$ cat src/rtl/raisin64_mem_pkg.sv
// ============================================================================
// Module : raisin64_mem_pkg
// Brief  : Shared widths and arbiter state encoding for the memory arbiter.
// Rev    : 1.0  initial release
// ============================================================================
`default_nettype none

package raisin64_mem_pkg;

  localparam int ADDR_W = 64;
  localparam int DATA_W = 64;
  localparam int BE_W   = DATA_W / 8;

  typedef enum logic [1:0] {
    IDLE   = 2'd0,
    I_BUSY = 2'd1,
    D_BUSY = 2'd2
  } arb_state_t;

endpackage

`default_nettype wire

$ cat src/rtl/mem_arb_starve_ctr.sv
// ============================================================================
// Module : mem_arb_starve_ctr
// Brief  : Saturating count of back-to-back data grants made while fetch was
//          waiting. Once the count reaches MAX_DSTREAK and fetch is eligible,
//          force_i tells the arbiter to grant fetch ahead of data.
// Ports  : clk, rst_n (async, active-low)
//          i_elig  - fetch eligible this cycle
//          d_grant - arbiter grants data this cycle
//          i_grant - arbiter grants fetch this cycle
//          force_i - override: grant fetch even if data is requesting
// Rev    : 1.0  initial release
// ============================================================================
`default_nettype none

module mem_arb_starve_ctr #(
  parameter int MAX_DSTREAK = 4
) (
  input  logic clk,
  input  logic rst_n,
  input  logic i_elig,
  input  logic d_grant,
  input  logic i_grant,
  output logic force_i
);

  localparam int          C_CW  = $clog2(MAX_DSTREAK + 1);
  localparam logic [C_CW-1:0] C_MAX = C_CW'(MAX_DSTREAK);

  logic [C_CW-1:0] r_cnt;
  logic            w_sat;

  assign w_sat   = (r_cnt == C_MAX);
  assign force_i = w_sat & i_elig;

  always_ff @(posedge clk or negedge rst_n) begin
    if (!rst_n) begin
      r_cnt <= '0;
    end else if (i_grant) begin
      r_cnt <= '0;
    end else if (d_grant && i_elig && !w_sat) begin
      // Saturate rather than wrap so the override cannot be lost.
      r_cnt <= r_cnt + 1'b1;
    end
  end

endmodule

`default_nettype wire

$ cat src/rtl/mem_arbiter.sv
// ============================================================================
// Module : mem_arbiter
// Brief  : Shares one memory port between instruction fetch and the
//          load/store unit. One transaction outstanding at a time, data side
//          has fixed priority. Build macro MEM_ARB_STARVE_GUARD_EN adds a
//          streak guard that lets fetch in after MAX_DSTREAK data grants.
// Ports  : clk, rst_n (async, active-low)
//          imem_*     - fetch request / one-cycle response pulse
//          fetch_flush- drop the in-flight fetch response (redirect)
//          dmem_*     - LSU request (held until dmem_ack) / completion pulse
//          mem_*      - downstream port; mem_req held until mem_ack
// Rev    : 1.0  initial release
// ============================================================================
`default_nettype none

module mem_arbiter
  import raisin64_mem_pkg::*;
#(
  parameter int AW          = ADDR_W,
  parameter int DW          = DATA_W,
  parameter int MAX_DSTREAK = 4
) (
  input  logic            clk,
  input  logic            rst_n,
  // fetch side
  input  logic [AW-1:0]   imem_addr,
  input  logic            imem_addr_valid,
  output logic [DW-1:0]   imem_data,
  output logic            imem_data_valid,
  input  logic            fetch_flush,
  // data side
  input  logic [AW-1:0]   dmem_addr,
  input  logic [DW-1:0]   dmem_wdata,
  input  logic            dmem_we,
  input  logic [DW/8-1:0] dmem_be,
  input  logic            dmem_req,
  output logic [DW-1:0]   dmem_rdata,
  output logic            dmem_ack,
  // memory side
  output logic [AW-1:0]   mem_addr,
  output logic [DW-1:0]   mem_wdata,
  output logic            mem_we,
  output logic [DW/8-1:0] mem_be,
  output logic            mem_req,
  input  logic [DW-1:0]   mem_rdata,
  input  logic            mem_ack
);

  localparam logic [1:0] ST_IDLE   = IDLE;
  localparam logic [1:0] ST_I_BUSY = I_BUSY;
  localparam logic [1:0] ST_D_BUSY = D_BUSY;

  logic [1:0] r_state;
  logic       r_flush_pend;

  logic w_i_elig;
  logic w_d_elig;
  logic w_force_i;
  logic w_idle;
  logic w_grant_i;
  logic w_grant_d;
  logic w_done;

  // A requester whose response pulse is high this cycle is still showing the
  // request that just completed, so it must not be re-granted.
  assign w_i_elig = imem_addr_valid & ~imem_data_valid;
  assign w_d_elig = dmem_req & ~dmem_ack;

  assign w_idle    = (r_state == ST_IDLE);
  assign w_grant_d = w_idle & w_d_elig & ~w_force_i;
  assign w_grant_i = w_idle & w_i_elig & (w_force_i | ~w_d_elig);
  assign w_done    = ~w_idle & mem_req & mem_ack;

`ifdef MEM_ARB_STARVE_GUARD_EN
  mem_arb_starve_ctr #(
    .MAX_DSTREAK (MAX_DSTREAK)
  ) u_starve_ctr (
    .clk     (clk),
    .rst_n   (rst_n),
    .i_elig  (w_i_elig),
    .d_grant (w_grant_d),
    .i_grant (w_grant_i),
    .force_i (w_force_i)
  );
`else
  logic w_unused_cfg;
  assign w_force_i    = 1'b0;
  assign w_unused_cfg = ^MAX_DSTREAK;
`endif

  always_ff @(posedge clk or negedge rst_n) begin
    if (!rst_n) begin
      r_state         <= ST_IDLE;
      r_flush_pend    <= 1'b0;
      imem_data       <= '0;
      imem_data_valid <= 1'b0;
      dmem_rdata      <= '0;
      dmem_ack        <= 1'b0;
      mem_addr        <= '0;
      mem_wdata       <= '0;
      mem_we          <= 1'b0;
      mem_be          <= '0;
      mem_req         <= 1'b0;
    end else begin
      imem_data_valid <= 1'b0;
      dmem_ack        <= 1'b0;
      case (r_state)
        ST_IDLE: begin
          if (w_grant_d) begin
            mem_addr  <= dmem_addr;
            mem_wdata <= dmem_wdata;
            mem_we    <= dmem_we;
            mem_be    <= dmem_be;
            mem_req   <= 1'b1;
            r_state   <= ST_D_BUSY;
          end else if (w_grant_i) begin
            mem_addr  <= imem_addr;
            mem_wdata <= '0;
            mem_we    <= 1'b0;
            mem_be    <= '1;
            mem_req   <= 1'b1;
            r_state   <= ST_I_BUSY;
          end
        end
        ST_I_BUSY: begin
          if (w_done) begin
            mem_req      <= 1'b0;
            r_state      <= ST_IDLE;
            r_flush_pend <= 1'b0;
            // A flush seen in the completion cycle itself also kills it.
            if (!(r_flush_pend || fetch_flush)) begin
              imem_data       <= mem_rdata;
              imem_data_valid <= 1'b1;
            end
          end else if (fetch_flush) begin
            r_flush_pend <= 1'b1;
          end
        end
        ST_D_BUSY: begin
          if (w_done) begin
            mem_req    <= 1'b0;
            r_state    <= ST_IDLE;
            dmem_rdata <= mem_rdata;
            dmem_ack   <= 1'b1;
          end
        end
        default: begin
          mem_req <= 1'b0;
          r_state <= ST_IDLE;
        end
      endcase
    end
  end

endmodule

`default_nettype wire

$ cat config.mk
export PLATFORM = sky130hd
export DESIGN_NAME = mem_arbiter
export DESIGN_NICKNAME = d
export VERILOG_FILES = /design/src/rtl/raisin64_mem_pkg.sv /design/src/rtl/mem_arb_starve_ctr.sv /design/src/rtl/mem_arbiter.sv
export SDC_FILE = /design/constraint.sdc
export NUM_CORES = 1
export LEC_CHECK = 0
export BUFFER_PORTS_ARGS = -buffer_cell sky130_fd_sc_hd__clkbuf_2
export CORE_AREA = 4 4 205 207
export CTS_CLUSTER_SIZE = 28
export DETAILED_ROUTE_END_ITERATION = 10
export DIE_AREA = 0 0 209 211
export SYNTH_ARGS = -nofsm -noshare
export SYNTH_HDL_FRONTEND = slang
export SYNTH_SLANG_ARGS = --single-unit
$ cat constraint.sdc
create_clock -name clk -period 1.9 [get_ports clk]
set_input_delay 0.19 -clock clk [delete_from_list [all_inputs] [get_ports clk]]
set_output_delay 0.19 -clock clk [all_outputs]
set_load 0.02 [all_outputs]
## After elaboration in Yosys (flattened, before gate mapping)

Index checks and enable logic that the tools add are counted.
W data, S select, Z words.

| storage, ports and cells | value |
|---|---|
| memories | 0 |
| bits in latches | 0 |
| memory bits (read-only) | 0 |
| output and inout port bits | 268 |
| RAM bits | 0 |
| bits in registers | 271 |
| logic and storage cells | 60 |
| bits of input ports | 271 |

| operators by class | value |
|---|---|
| multipliers | 0 |
| shift operators | 0 |
| eq/ne operators | 4 |
| muxes and demuxes | 23 |
| add/sub/neg operators | 0 |
| div/mod/pow operators | 0 |
| reductions and logical operators | 10 |
| bitwise operators | 12 |
| order comparisons | 0 |

Operators with widths:

| operator | number |
|---|---|
| $mux W64 | 4 |
| $mux W8 | 2 |
| $mux W1 | 12 |
| $reduce_and A2 Y1 | 4 |
| $and A1 B1 Y1 | 7 |
| $mux W2 | 3 |
| $not A1 Y1 | 5 |
| $pmux W2 S2 | 1 |
| $reduce_bool A2 Y1 | 2 |
| $ne A3 B1 Y1 const B | 1 |
| $reduce_and A3 Y1 | 1 |
| $eq A2 B1 Y1 const B | 1 |
| $eq A2 B2 Y1 const B | 1 |
| $logic_not A2 Y1 | 1 |
| $ne A2 B1 Y1 const B | 1 |
| $pmux W1 S2 | 1 |
| $reduce_or A2 Y1 | 1 |
| $logic_or A1 B1 Y1 | 1 |

## Longest topological paths before layout

Gate-level depths: netlist of run 1.

| logic depth | value |
|---|---|
| word-level depth | 7 |
| depth in mapped cells | 8 |
| mapped depth without buffers | 5 |

## Worst setup path before layout of run 1

OpenSTA, ideal clock, no wires.

| path | value |
|---|---|
| path type | reg2reg |
| start | reg r_state[1] |
| end | reg imem_data[0] |
| slack | 248 ps |
| arrival | 1527 ps |
| clock period less this slack | 1652 ps |
| data required time | 1775 ps |
| cell stages (with the launch flop) | 8 |
| setup time | 125 ps |
| path buffers | 2 |
| cell sequence | dfrtp_1 > inv_1 > ha_1 > and3b_1 > nand3_1 > buf_6 > buf_6 > mux2_4 |

| between the ends | value |
|---|---|
| cells in the longest elaborated chain, start to end | 5 |
| elaborated cells between the ends (all ways) | 6 |
| those cells by class | eq/ne (1); bitwise (3); reduce/logical (2) |

Ends and longest elaborated chain:

| element | RTL line | text |
|---|---|---|
| start: declaration | mem_arbiter.sv:53 | `logic [1:0] r_state;` |
| start signal: assignment | mem_arbiter.sv:93 | `r_state <= ST_IDLE;` |
| start signal: assignment | mem_arbiter.sv:115 | `r_state <= ST_D_BUSY;` |
| start signal: assignment | mem_arbiter.sv:122 | `r_state <= ST_I_BUSY;` |
| $logic_not A2 Y1 | mem_arbiter.sv:69 | `assign w_idle = (r_state == ST_IDLE);` |
| named net w_idle | mem_arbiter.sv:59 | `logic w_idle;` |
| $not A1 Y1 | mem_arbiter.sv:72 | `assign w_done = ~w_idle & mem_req & mem_ack;` |
| $and A1 B1 Y1 (2 in a row) | mem_arbiter.sv:72 |  |
| $reduce_and A3 Y1 (no line) | n/a |  |
| end signal: assignment | mem_arbiter.sv:132 | `imem_data <= mem_rdata;` |
| end: declaration | mem_arbiter.sv:28 | `output logic [DW-1:0] imem_data,` |

The timed path passes the listed nets, and every way through them passes these cells.
A chain may end at the register's enable or synchronous reset.

## Worst setup path in the final report of run 1

| path | value |
|---|---|
| start | reg r_state[0] |
| end | reg mem_addr[13] |

| between the ends | value |
|---|---|
| cells in the longest elaborated chain, start to end | 5 |
| elaborated cells between the ends (all ways) | 7 |
| those cells by class | mux (1); bitwise (3); reduce/logical (3) |

Ends and longest elaborated chain:

| element | RTL line | text |
|---|---|---|
| $logic_not A2 Y1 (*) | mem_arbiter.sv:69 |  |
| named net w_idle | mem_arbiter.sv:59 |  |
| $and A1 B1 Y1 (2 in a row) | mem_arbiter.sv:71 | `assign w_grant_i = w_idle & w_i_elig & (w_force_i \| ~w_d_elig);` |
| $reduce_bool A2 Y1 (no line) | n/a |  |
| $reduce_and A2 Y1 (no line) | n/a |  |
| end signal: assignment | mem_arbiter.sv:110 | `mem_addr <= dmem_addr;` |
| end signal: assignment | mem_arbiter.sv:117 | `mem_addr <= imem_addr;` |
| end: declaration | mem_arbiter.sv:40 | `output logic [AW-1:0] mem_addr,` |

The timed path passes the listed nets; every way through them passes the cells marked *.

==> results of run 1 <==
[cells by family (layout without fill, tap and decap cells)]
kind of cell | count (synthesis) | after routing | share of synthesized area, %
AOI/OAI and AO/OA | 209 | 209 | 14.52
muxes | 128 | 128 | 15.14
and+or+nand+nor | 22 | 22 | 1.224
DFF | 271 | 271 | 63.16
buffers and inverters | 125 | 960 | 5.616
adders and majority gates | 3 | 3 | 0.3496
other | 0 | 1 | 0
[layout make-up]
cell class              count  area [sq um]  share of cell area [%]
flip-flops and latches    271          6782                   37.45
repair buffers            843          5866                   32.39
multi-input cells         362          3563                   19.68
clock buffers              45         878.3                   4.850
well taps                 532         665.6                   3.676
inverters                  66         247.7                   1.368
clock inverters             6         105.1                  0.5804
diodes                      1         2.502                 0.01382
[worst max-delay path: stages (launching register included)]
cell and delay (ps):
dfrtp_1 380, inv_1 70, ha_1 160, buf_4 170, nand3b_1 130, buf_12 190
buf_4 210, o32ai_1 270, a21oi_1 70
[cell usage in the layout (no fill, tap or decap), types with 2 or more instances in the layout]
cell           netlist  layout
mux2_1              49      49
clkbuf_1             8       9
buf_4                2      26
ha_1                 3       3
nand2_1              4       3
nand3_1              3       2
bufinv_16            0       3
nor2b_1              3       2
o32ai_2              0      19
nand3b_1             4       4
clkinv_2             0       3
o22a_1               8       8
a22o_1              65      65
dlygate4sd3_1        0     261
buf_6               11       2
and3b_1              3       2
clkbuf_2             0     537
a21oi_1             68      68
buf_12               0      14
mux2_2              30      30
dfrtp_1            271     271
clkbuf_16            0      32
inv_1               66      66
clkbuf_8             0       5
o21ai_0              2       2
mux2_4              49      49
nor2_1               3       3
o32ai_1             62      42
[stage by stage]
| step | setup TNS [ps] | utilization, % | total power [mW] | cell area, sq um | cells |
|---|---|---|---|---|---|
| after detailed placement | -156.9 | 35.43 | 22.00 | 14300 | 1812 |
| after CTS | 0 | 44.37 | 28.44 | 17910 | 2124 |
| final | 0 | 44.86 | 28.47 | 18110 | 2126 |
| after floorplan | 0 | - | 16.99 | 10740 | 758 |
| after global placement | -187.7 | 35.43 | 21.81 | 14300 | 1812 |
| after global routing | -100.7 | 44.85 | 30.03 | 18110 | 2125 |
[routing by layer]
metal  up-vias  track usage (%)
met5         -                0
met1      4725            20.56
met2       525            29.03
met3       138            3.980
met4         0            8.056
li1       4381                -
[worst paths after layout]
kind / startpoint / end / cells after the start
setup / recovery: r_state[0] / mem_addr[13] / 8
hold / removal: imem_addr[62] / mem_addr[62] / 3
setup reg to reg: r_state[0] / mem_addr[13] / 8
hold reg to reg: dmem_rdata[18] / dmem_rdata[18] / 1
max in group asynchronous: rst_n / mem_wdata[61] / 3
min in group asynchronous: rst_n / dmem_rdata[32] / 2
[registers in the layout, indices dropped and copies added, names as in the netlist]
register	cells
r_flush_pend	1
mem_addr	64
r_state	2
mem_we	1
mem_req	1
imem_data	64
mem_wdata	64
dmem_rdata	64
mem_be	8
imem_data_valid	1
dmem_ack	1
[power groups by stage]
stage	clock (mW)	sequential, mW	combinational, mW
2_1_floorplan	0	13.0	4.04
3_3_place_gp	0	9.92	11.9
3_5_place_dp	0	9.95	12.0
4_1_cts	6.01	9.91	12.5
5_1_grt	6.26	10.2	13.5
6_report	5.84	9.95	12.7
[timing repair]
action | 4_1_cts | 5_1_grt
hold buffers | 261 | 0
resized for setup | 2 | 23
endpoints found under the setup margin | 2 | 58
gates cloned | 0 | 1
endpoints found under the hold margin | 314 | 0
pin swaps | 0 | 0
==> results.py, run 1 <==
metrics = {
    "setup_path": {
        "reg2reg_slack_ps": 80,
        "crit_required_ps": 2330,
        "cp.arrival_ps": 2250,
        "critical_path.max_fanout": 38,
        "start_kind": "flip-flop",
        "crit_type": "flip-flop to flip-flop",
        "end_kind": "flip-flop",
    },
    "drt": {
        "viasPerCell": 4.595,
        "drc": 0,
        "top_layer_used": "met4",
        "wl_met2_microns": 19780,
        "wl_met1_microns": 15400,
        "drtIter0Drc": 555,
        "dr_total_vias": 9769,
        "wl_per_cell_microns": 18.84,
        "wl_met3_microns": 2981,
        "dr.pass1.iters": 5,
        "antenna_left": 0,
        "routed_wl_microns": 40060,
    },
    "sta": {
        "max_freq_mhz": 549.3,
        "fin_ws_ps": 79.45,
        "finalMaxSlewViolations": 0,
        "slew_headroom_pct": 64.56,
        "grt_setup_unrepaired": "yes",
        "min_period_ps": 1821,
        "finalSetupViolCount": 0,
        "final.setup_skew_ps": 9.612,
        "fin_crit_sh_pct": 95.82,
        "holdWs_ps": 16.99,
        "tightest_slew_ps": 531.7,
        "hold_viol_final": 0,
    },
    "grt": {
        "grt_pass1_vias": 10700,
        "grt_pass1_wl_microns": 60900,
        "grt_util_all_layers_pct": 17.05,
        "antenna_found_initial": 0,
        "grt_max_degree": 67,
        "grt-ovfl-total": 0,
    },
    "power_and_ir_drop": {
        "p_leak_nw": 9.379,
        "power_frac_comb_pct": 44.5,
        "p_int_mw": 16.94,
        "peakVddDrop_mv": 0.9554,
        "share_seq_of_total_power_pct": 35.0,
        "clockPowerShare_pct": 20.5,
        "power.density_nw_per_um2": 1572,
        "p_sw_share_pct": 40.48,
        "power.net_switching_mw": 11.52,
    },
    "floorplanning": {
        "start_util_pct": 26.60,
        "row_count": 74,
        "die_h_microns": 211,
        "core-area_sq_um": 40370,
        "dieArea_sq_um": 44100,
        "fp.dieW_microns": 209,
        "pin_count": 539,
    },
    "run_status": {
        "status": "completed",
    },
    "synthesis": {
        "syn_area_sq_um": 10740,
        "ys_warn_count": 0,
        "synth_area_per_cell_sq_um": 14.17,
        "yosysUniqueCellTypes": 28,
        "yosysSeqAreaShare_pct": 63.16,
        "syn_inst": 758,
        "synth_top_area_cell": "dfrtp_1",
        "synth_nets": 1032,
        "synth.most_common_cell": "dfrtp_1",
        "ys.flop_type": "dfrtp_1",
        "synthTopCellsByCount": "dfrtp_1 (271), a21oi_1 (68), inv_1 (66)",
        "synth_seq_cells": 271,
        "async_reset_ff_share_pct": 100.0,
        "yosysTopAreaCellShare_pct": 63.16,
        "synth_enable_flop_cells": 0,
        "synthTopCellsByArea": "dfrtp_1 (63%), mux2_4 (6.9%), a22o_1 (5.3%), mux2_1 (5.1%), o32ai_1 (5.1%)",
    },
    "clock_tree": {
        "cts_inserted_buffers": 30,
        "clkSinkCount": 271,
        "clockBufferDepth": 3,
        "clk_pin_slew_ps": 60,
        "cts_tree": "built",
        "clockRootBuffer": "clkbuf_16",
        "postCtsSetupBuffers": 0,
        "cts_htree_levels": 1,
        "clk-insertion-delay-late_ps": 550,
    },
    "place": {
        "globalplace.congestion": 0.9126,
        "port_buffers": 538,
        "hpwl_microns": 26210,
        "pre_cts_ws_ps": -96.32,
    },
    "flow_run": {
        "max-cap-violations": 0,
    },
    "cells_and_area": {
        "layout.nets": 1848,
        "fillCellCount": 3525,
        "area_growth_pct": 68.66,
        "drive_above_1_share_pct": 45.70,
    },
    "worst_hold_path": {
        "worstHoldPathType": "input port to flip-flop",
    },
}
(Power assumes the default switching activity.)
==> run 2, diff against run 1 <==
--- a/config.mk
+++ b/config.mk
@@ -10,6 +10,7 @@
 export CTS_CLUSTER_SIZE = 28
 export DETAILED_ROUTE_END_ITERATION = 10
 export DIE_AREA = 0 0 209 211
+export PLACE_DENSITY = 0.56
 export SYNTH_ARGS = -nofsm -noshare
 export SYNTH_HDL_FRONTEND = slang
 export SYNTH_SLANG_ARGS = --single-unit
==> run 2 against run 1 <==
Compared with the run above: power shrank 1.5%; register-to-register slack worse by 30 ps; combinational power about the same; largest cell class unchanged; first-iteration DRC count is 27% higher; maximum frequency fell by 1.8%; highest routed layer unchanged; sequential power about the same; critical path type unchanged.
==> results.py, run 2 (synthesized netlist as in run 1, its figures left out) <==
metrics = {
    "run_status": {
        "status": "completed",
    },
    "floorplanning": {
        "pin_count": 539,
        "core-area_sq_um": 40370,
        "start_util_pct": 26.60,
        "die_h_microns": 211,
        "fp.dieW_microns": 209,
        "dieArea_sq_um": 44100,
        "row_count": 74,
    },
    "grt": {
        "grt_pass1_wl_microns": 61150,
        "use_met3_pct": 4.173,
        "grt-ovfl-total": 0,
        "busiest_layer": "met2",
        "antenna_found_initial": 2,
        "grt_util_all_layers_pct": 17.11,
        "use_met1_pct": 20.32,
        "met2_usage_pct": 30.25,
        "grt_pass1_vias": 10580,
        "grt_max_degree": 73,
    },
    "drt": {
        "dr.pass1.iters": 7,
        "wl_per_cell_microns": 19.10,
        "drc": 0,
        "viasPerCell": 4.587,
        "dr_total_vias": 9752,
        "drtIter0Drc": 703,
        "antenna_left": 0,
        "routed_wl_microns": 40610,
    },
    "power_and_ir_drop": {
        "power_frac_comb_pct": 44.7,
        "share_seq_of_total_power_pct": 35.5,
        "peakVddDrop_mv": 0.8722,
        "clockPowerShare_pct": 19.7,
        "p_leak_nw": 9.340,
        "p_int_mw": 16.56,
        "power.net_switching_mw": 11.49,
        "power.density_nw_per_um2": 1561,
        "p_sw_share_pct": 40.95,
    },
    "setup_path": {
        "end_kind": "flip-flop",
        "critical_path.cell_chain": "inv_1 > ha_2 > buf_4 > nand3b_1 > buf_12 > o32ai_1 > a21oi_1",
        "reg2reg_depth": 7,
        "cp_slowest_stage_delay_ps": 380,
        "cp_slowest_cell": "dfrtp_1",
        "reg2reg_to": "mem_addr[46]",
        "cp_top_family": "buffers and inverters",
        "start_kind": "flip-flop",
        "critical_path.max_fanout": 64,
        "crit_buf_inv": 3,
        "reg2reg_slack_ps": 50,
        "regToRegStartpoint": "r_state[0]",
        "crit_type": "flip-flop to flip-flop",
        "crit_required_ps": 2300,
        "cp.arrival_ps": 2260,
    },
    "worst_hold_path": {
        "worstHoldPathType": "input port to flip-flop",
        "holdPathStages": 4,
        "whs_endpoint": "r_state[0]",
        "min-delay-start": "dmem_req",
    },
    "sta": {
        "max_freq_mhz": 539.2,
        "hold_viol_final": 0,
        "final.setup_skew_ps": 13.09,
        "fin_crit_sh_pct": 97.62,
        "slew_headroom_pct": 52.83,
        "tightest_slew_ps": 704.9,
        "finalMaxSlewViolations": 0,
        "finalSetupViolCount": 0,
        "tns_ps": 0,
        "min_period_ps": 1855,
    },
    "place": {
        "placed_area_sq_um": 14180,
        "port_buffers": 538,
        "globalplace.congestion": 0.8952,
        "hpwl_microns": 27170,
    },
    "cells_and_area": {
        "final_cell_mix": "clkbuf_2 (537), dfrtp_1 (271), dlygate4sd3_1 (268)",
        "layout.cells.most_common": "clkbuf_2",
        "layout.nets": 1843,
        "finalInstanceArea_sq_um": 17970,
        "drive_above_1_share_pct": 44.63,
        "area_growth_pct": 67.35,
    },
    "clock_tree": {
        "clk_pin_slew_ps": 60,
        "clkSinkCount": 271,
        "clk-insertion-delay-late_ps": 550,
        "clockBufferDepth": 3,
        "cts_inserted_buffers": 28,
        "cts_htree_levels": 1,
        "cts_tree": "built",
        "clockRootBuffer": "clkbuf_16",
    },
    "flow_run": {
        "max-cap-violations": 0,
    },
}
[run 2: through the flow]
stage	total power [mW]	setup WS (ps)	hold slack [ps]	utilization [%]	instances
2_1_floorplan	16.99	247.7	-105.6	-	758
3_3_place_gp	21.83	84.21	147.5	35.12	1797
3_5_place_dp	22.01	41.59	153.1	35.12	1797
4_1_cts	28.13	35.71	11.78	44.09	2117
5_1_grt	29.57	-46.64	78.08	44.51	2125
6_report	28.05	45.24	63.82	44.51	2126
[run 2: worst max path at each step]
stage	start	slack, ps	to	depth (start not counted)
after floorplan	r_state[1]	250	imem_data[0]	7
after CTS	r_state[0]	40	imem_data[42]	6
after detailed placement	r_state[0]	40	imem_data[39]	6
after global placement	r_state[0]	80	mem_addr[59]	7
final	r_state[0]	50	mem_addr[46]	7
after global routing	r_state[0]	-50	mem_addr[5]	7
[run 2: layout make-up]
cell class / instances / area (sq um)
Fill cell: 3623 / 22400
Sequential cell: 271 / 6782
Timing Repair Buffer: 840 / 5887
Multi-Input combinational cell: 362 / 3442
Clock buffer: 41 / 819.5
Tap cell: 532 / 665.6
Inverter: 66 / 247.7
Clock inverter: 11 / 118.9
Antenna cell: 3 / 7.507
[run 2: timing repair]
item | CTS | global route
endpoints found under the setup margin | 0 | 91
hold endpoints to repair | 401 | 0
hold buffers | 268 | 0
gates resized for setup | 0 | 10
buffers inserted | 0 | 3
[run 2: tightest hold or removal path: cells and delay by family]
kind	cells	cell delay [ps]
and+or+nand+nor	2	160
buffers and inverters	1	120
AOI/OAI and AO/OA	1	80
[run 2: layer usage]
layer	wire length, microns	part of all wire, %
met2	20460	50
met1	15610	38
met3	3036	7.5
met4	1506	3.7
met5	0	0
[run 2: power groups by stage]
stage               Combinational, mW  Clock (mW)  Sequential, mW
floorplan                        4.04           0            13.0
global placement                 11.9           0            9.95
detailed placement               12.0           0            9.99
CTS                              12.5        5.71            9.94
global route                     13.4        5.94            10.3
finish                           12.5        5.54            9.96
